`config.mk`:
```
export PLATFORM = sky130hd
export DESIGN_NAME = em_stage_reg_v2
export DESIGN_NICKNAME = d
export VERILOG_FILES = /design/src/rtl/em_stage_reg_v2_pkg.sv /design/src/rtl/em_stage_reg_v2_pipe_field_reg.sv /design/src/rtl/em_stage_reg_v2.sv
export SDC_FILE = /design/constraint.sdc
export NUM_CORES = 1
export LEC_CHECK = 0
export ABC_AREA = 0
export BUFFER_PORTS_ARGS = -buffer_cell sky130_fd_sc_hd__buf_2
export CORE_AREA = 2 2 152 154
export DETAILED_ROUTE_END_ITERATION = 10
export DIE_AREA = 0 0 154 156
export HOLD_SLACK_MARGIN = 0.06
export PLACE_DENSITY = 0.58
export SYNTH_ARGS = -nofsm -noshare
export SYNTH_HDL_FRONTEND = slang
export SYNTH_HIERARCHICAL = 1
export SYNTH_SLANG_ARGS = --single-unit
```
`constraint.sdc`:
```
create_clock -name Clk -period 1.7 [get_ports Clk]
set_input_delay 0.255 -clock Clk [delete_from_list [all_inputs] [get_ports Clk]]
set_output_delay 0.255 -clock Clk [all_outputs]
set_load 0.02 [all_outputs]
```
`src/rtl/em_stage_reg_v2_pkg.sv`:
```
// em_stage_reg_v2_pkg: shared constants for the EX->MEM pipeline register.
//   EM_TNEW_W    default Tnew counter width
//   EM_RESET_PC  M_PC value after Reset or on a bubble
//   EM_NOP       instruction encoding used for a bubble
package em_stage_reg_v2_pkg;

  localparam int unsigned EM_TNEW_W   = 3;
  localparam logic [31:0] EM_RESET_PC = 32'h0000_3000;
  localparam logic [31:0] EM_NOP      = 32'h0000_0000;

endpackage : em_stage_reg_v2_pkg

```
`src/rtl/em_stage_reg_v2_pipe_field_reg.sv`:
```
// pipe_field_reg: one W-bit pipeline field with sync reset, clear and hold.
//   Clk    in   1   clock, rising edge
//   Reset  in   1   synchronous, active-high; loads RST_VAL
//   clr    in   1   bubble insert; loads RST_VAL, overrides hold
//   hold   in   1   keep current contents
//   d      in   W   next value when advancing
//   q      out  W   registered field
module pipe_field_reg #(
  parameter int unsigned     W       = 1,
  parameter logic [W-1:0]    RST_VAL = '0
) (
  input  logic         Clk,
  input  logic         Reset,
  input  logic         clr,
  input  logic         hold,
  input  logic [W-1:0] d,
  output logic [W-1:0] q
);

  // Priority: reset/clear > hold > load.
  always_ff @(posedge Clk) begin
    if (Reset || clr) begin
      q <= RST_VAL;
    end else if (!hold) begin
      q <= d;
    end
  end

endmodule : pipe_field_reg

```
`src/rtl/em_stage_reg_v2.sv`:
```
// em_stage_reg_v2: EX->MEM pipeline register with stall, flush, valid tracking,
// a self-decrementing Tnew counter and forwarding qualifiers for the M stage.
//   Clk, Reset           clock / synchronous active-high reset
//   Stall, Flush         hold M contents / load a bubble (Flush wins)
//   E_*                  E-stage instruction fields
//   M_*                  registered M-stage fields
//   M_FwdValid/FwdData   forwarding qualifier and value, from registered state only
module em_stage_reg_v2
  import em_stage_reg_v2_pkg::*;
#(
  parameter int unsigned       DATA_W   = 32,
  parameter int unsigned       ADDR_W   = 5,
  parameter int unsigned       TNEW_W   = EM_TNEW_W,
  parameter int unsigned       SB_W     = 8,
  parameter logic [DATA_W-1:0] RESET_PC = DATA_W'(EM_RESET_PC)
) (
  input  logic              Clk,
  input  logic              Reset,
  input  logic              Stall,
  input  logic              Flush,
  input  logic              E_Valid,
  input  logic              E_WE,
  input  logic [DATA_W-1:0] E_Instr,
  input  logic [DATA_W-1:0] E_PC,
  input  logic [DATA_W-1:0] E_AluC,
  input  logic [DATA_W-1:0] E_Imm32,
  input  logic [DATA_W-1:0] E_RT_Data,
  input  logic [ADDR_W-1:0] E_RegAddr,
  input  logic [TNEW_W-1:0] E_Tnew,
  input  logic [SB_W-1:0]   E_SB,
  output logic              M_Valid,
  output logic              M_WE,
  output logic [DATA_W-1:0] M_Instr,
  output logic [DATA_W-1:0] M_PC,
  output logic [DATA_W-1:0] M_AluC,
  output logic [DATA_W-1:0] M_Imm32,
  output logic [DATA_W-1:0] M_RT_Data,
  output logic [ADDR_W-1:0] M_RegAddr,
  output logic [TNEW_W-1:0] M_Tnew,
  output logic [SB_W-1:0]   M_SB,
  output logic              M_FwdValid,
  output logic [DATA_W-1:0] M_FwdData
);

  // Saturating decrement: a finished result stays finished.
  function automatic logic [TNEW_W-1:0] sat_dec(input logic [TNEW_W-1:0] x);
    return (x == '0) ? '0 : x - TNEW_W'(1);
  endfunction

  // Invalid E input must not look like a pending register write.
  logic              we_d;
  logic [ADDR_W-1:0] regaddr_d;
  assign we_d      = E_WE & E_Valid;
  assign regaddr_d = E_Valid ? E_RegAddr : '0;

  pipe_field_reg #(.W(1), .RST_VAL(1'b0)) u_valid (
    .Clk(Clk), .Reset(Reset), .clr(Flush), .hold(Stall), .d(E_Valid), .q(M_Valid));

  pipe_field_reg #(.W(1), .RST_VAL(1'b0)) u_we (
    .Clk(Clk), .Reset(Reset), .clr(Flush), .hold(Stall), .d(we_d), .q(M_WE));

  pipe_field_reg #(.W(DATA_W), .RST_VAL(DATA_W'(EM_NOP))) u_instr (
    .Clk(Clk), .Reset(Reset), .clr(Flush), .hold(Stall), .d(E_Instr), .q(M_Instr));

  pipe_field_reg #(.W(DATA_W), .RST_VAL(RESET_PC)) u_pc (
    .Clk(Clk), .Reset(Reset), .clr(Flush), .hold(Stall), .d(E_PC), .q(M_PC));

  pipe_field_reg #(.W(DATA_W), .RST_VAL(DATA_W'(0))) u_aluc (
    .Clk(Clk), .Reset(Reset), .clr(Flush), .hold(Stall), .d(E_AluC), .q(M_AluC));

  pipe_field_reg #(.W(DATA_W), .RST_VAL(DATA_W'(0))) u_imm32 (
    .Clk(Clk), .Reset(Reset), .clr(Flush), .hold(Stall), .d(E_Imm32), .q(M_Imm32));

  pipe_field_reg #(.W(DATA_W), .RST_VAL(DATA_W'(0))) u_rt_data (
    .Clk(Clk), .Reset(Reset), .clr(Flush), .hold(Stall), .d(E_RT_Data), .q(M_RT_Data));

  pipe_field_reg #(.W(ADDR_W), .RST_VAL(ADDR_W'(0))) u_regaddr (
    .Clk(Clk), .Reset(Reset), .clr(Flush), .hold(Stall), .d(regaddr_d), .q(M_RegAddr));

  pipe_field_reg #(.W(SB_W), .RST_VAL(SB_W'(0))) u_sb (
    .Clk(Clk), .Reset(Reset), .clr(Flush), .hold(Stall), .d(E_SB), .q(M_SB));

  // Tnew keeps counting down while the instruction is held, since time still passes.
  always_ff @(posedge Clk) begin
    if (Reset || Flush) begin
      M_Tnew <= '0;
    end else if (Stall) begin
      M_Tnew <= sat_dec(M_Tnew);
    end else begin
      M_Tnew <= E_Valid ? sat_dec(E_Tnew) : '0;
    end
  end

  // Register $0 is never a forwarding source.
  assign M_FwdValid = M_Valid & M_WE & (M_RegAddr != '0) & (M_Tnew == '0);
  assign M_FwdData  = M_AluC;

endmodule : em_stage_reg_v2
```
==> flow_summary.json <==
{
  "worstSkewPairLatency_ns": 0.42,
  "fillers": 2137,
  "synth-simple-area-share_pct": 12.4,
  "drive_above_1_share_pct": 39.8,
  "num_rows": 55,
  "detail_route.wirelength_mm": 21.4,
  "syn_avg_cell_area_um2": 10.7,
  "synth-adder-area-share_pct": 0.726,
  "slew_viol_final": 0,
  "grt_pass1_wl_mm": 32.5,
  "path_max_fanout": 4,
  "wl_per_cell_um": 14.9,
  "irDropWorstVdd_uv": 531,
  "end_kind": "primary output",
  "setup_viol": 0,
  "syn-cell-area_mm2": 0.00689,
  "overflow": 0,
  "dpl_cell_area_mm2": 0.00877,
  "rsz0062_at_grt": "yes",
  "crit_arrival_ns": 1.42,
  "first_global_vias": 6234,
  "place_ws_ns": 0.301,
  "worstPathRequired_ns": 1.44,
  "power_density_mw_per_mm2": 899,
  "syn_inst": 643,
  "synth_xor_area_share_pct": 0,
  "cts.path.max_buffers": 2,
  "io_buffer_count": 392,
  "clkSlewWorstSetupHoldPaths_ns": 0.07,
  "hold_ws_ns": 0.0775,
  "cp-start-kind": "register",
  "cpPeakStageDelay_ns": 0.36,
  "die_w_um": 154,
  "final_hold_viol_count": 0,
  "ant_nets": 0,
  "leakage_nw": 5.62,
  "yosysUniqueCellTypes": 25,
  "cts_tree": "yes",
  "synth-compound-area-share_pct": 0.799,
  "multi_input_area_mm2": 0.00274,
  "cap_violations": 0,
  "ys.warnings.count": 6,
  "die_area_mm2": 0.0240,
  "critPathKind": "register to primary output",
  "grt_antenna_before_repair": 1,
  "coreArea_mm2": 0.0224,
  "num_vias": 6170,
  "fin_ws_ns": 0.0280,
  "io_pins": 393,
  "synth_top_family_by_area": "multiplexers",
  "hp-class": "input pin to register",
  "drtPass1Iterations": 6,
  "cts.sinks": 178,
  "min_period_ns": 1.67,
  "ys_seq_area_share_pct": 51.7,
  "regArea_mm2": 0.00357,
  "slew_headroom_pct": 71.7,
  "gp_congestion": 0.746,
  "tns_ns": 0,
  "die_h_um": 156,
  "h-tree-depth": 4,
  "ys_ff_latch": 178,
  "hpwl_mm": 14.7,
  "syn_to_final_growth_pct": 56.8,
  "initial_core_util_pct": 30.8,
  "grt_use_total_pct": 17.1,
  "clock_skew_ns": 0.000307,
  "layout.nets": 1318,
  "fmax_ghz": 0.598,
  "drtIter0Drc": 299,
  "clockRootBuffer": "clkbuf_16",
  "synth_fp_nets": 829,
  "status": "finished clean",
  "finalCritPeriodShare_pct": 98.4,
  "cp_slowest_cell": "dfxtp_4",
  "worst_pin_slew_ns": 0.425,
  "crit_path_cell_trace": "nor2_4, ha_4, nand3_4, a21oi_4, buf_6",
  "stdcell_area_mm2": 0.0108,
  "synthMuxAreaShare_pct": 25.1,
  "viasPerCell": 4.31,
  "drc": 0,
  "grt_max_degree": 33,
  "cts_buffers": 17
}
-- repair_timing --
item,CTS,global route
endpoints found under the setup margin,1,1
pin swaps,2,2
gates cloned,0,0
setup buffers,2,2
endpoints found under the hold margin,136,0
hold buffers,136,0
gates resized for setup,11,3
-- cells in the final DEF (no fill, tap or decap), types with 2 or more instances in the layout --
master and n:
clkinvlp_4 3, nor2b_1 2, clkinv_4 2, diode_2 2, inv_1 4, bufinv_16 2, o21ai_0 2, dfxtp_4 2
ha_1 3, mux2i_1 173, buf_12 6, nor3_1 7, clkbuf_16 17, buf_2 390, nor3b_1 3, or2_1 6
and2_2 6, nor3_2 2, nor2_1 168, inv_6 3, inv_8 2, a211o_1 2, buf_4 11, dfxtp_1 176
and2_1 2, dlygate4sd3_1 136
-- worst max-delay path: cells and delay by family, from the launching register on --
| kind | cells | cell delay (ns) |
|---|---|---|
| adders and majority gates | 1 | 0.16 |
| buffers and inverters | 1 | 0.13 |
| and+or+nand+nor | 2 | 0.21 |
| AOI/OAI and AO/OA | 1 | 0.13 |
| DFF | 1 | 0.36 |
-- final timing paths --
check | start | end | slack, ns | cells after the start
worst min-delay path | E_PC[0] | u_pc/q[0] | 0.08 | 3
worst max register to register | M_Tnew[1] | M_Tnew[2] | 0.44 | 7
worst max-delay path | M_Tnew[1] | M_FwdValid | 0.03 | 5
worst min register to register | u_pc/q[13] | u_pc/q[13] | 0.47 | 1
-- cell usage after synthesis (all sizes together) --
cell / instances / area share [%]
inv: 4 / 0.22
nor3b: 4 / 0.51
a21boi: 1 / 0.11
nor2: 169 / 9.2
clkbuf: 4 / 0.29
ha: 4 / 0.73
buf: 71 / 8.7
nor2b: 3 / 0.38
dfxtp: 178 / 52
and2: 8 / 0.83
nand3: 1 / 0.073
or2: 7 / 0.64
o21ai: 2 / 0.15
a22oi: 1 / 0.11
o21a: 1 / 0.11
nor3: 9 / 0.80
mux2i: 173 / 25
a21oi: 1 / 0.073
a211o: 2 / 0.25
-- report_power, final --
group          total, mW  internal [mW]  switching, mW
registers           4.38           4.30         0.0754
clock network       3.92           2.19           1.73
logic               1.42          0.721          0.695
-- cell families (layout without fill, tap and decap cells) --
kind of cell	count (synthesis)	count (layout)
flops	178	178
mux	173	173
other cells	0	2
buf+inv	79	579
fa+ha+maj	4	4
compound gates	8	8
simple gates	201	201
-- routing by layer --
metal	global-route usage, %	up-vias	wire length [µm]
met5	0	-	0
met4	5.83	0	481
met3	5.81	30	1410
met2	31.0	245	10800
met1	18.8	2829	8630
li1	-	3066	-
-- state kept, by name, indices dropped and copies added (netlist names) --
name / count
M_Tnew: 3
u_aluc/q: 32
u_imm32/q: 32
u_instr/q: 32
u_pc/q: 32
u_regaddr/q: 5
u_rt_data/q: 32
u_sb/q: 8
u_valid/q: 1
u_we/q: 1
-- area by class of cell --
| type | instances | share of cell area, % |
|---|---|---|
| inverter | 4 | 0.139 |
| multi-input combinational | 386 | 25.3 |
| tap | 285 | 3.30 |
| clock buffer | 18 | 3.97 |
| timing repair buffer | 545 | 32.8 |
| sequential | 178 | 33.0 |
| antenna | 2 | 0.0463 |
| clock inverter | 12 | 1.38 |
-- per-stage QoR --
| step | power, mW | utilization, % | cells |
|---|---|---|---|
| 6_report | 9.71 | 48.3 | 1430 |
| 4_1_cts | 9.85 | 48.1 | 1426 |
| 3_5_place_dp | 5.63 | 39.2 | 1258 |
| 3_3_place_gp | 5.62 | 39.2 | 1258 |
| 5_1_grt | 10.2 | 48.3 | 1428 |
| 2_1_floorplan | 5.21 | - | 643 |
Power figures use the tool's default switching activity.
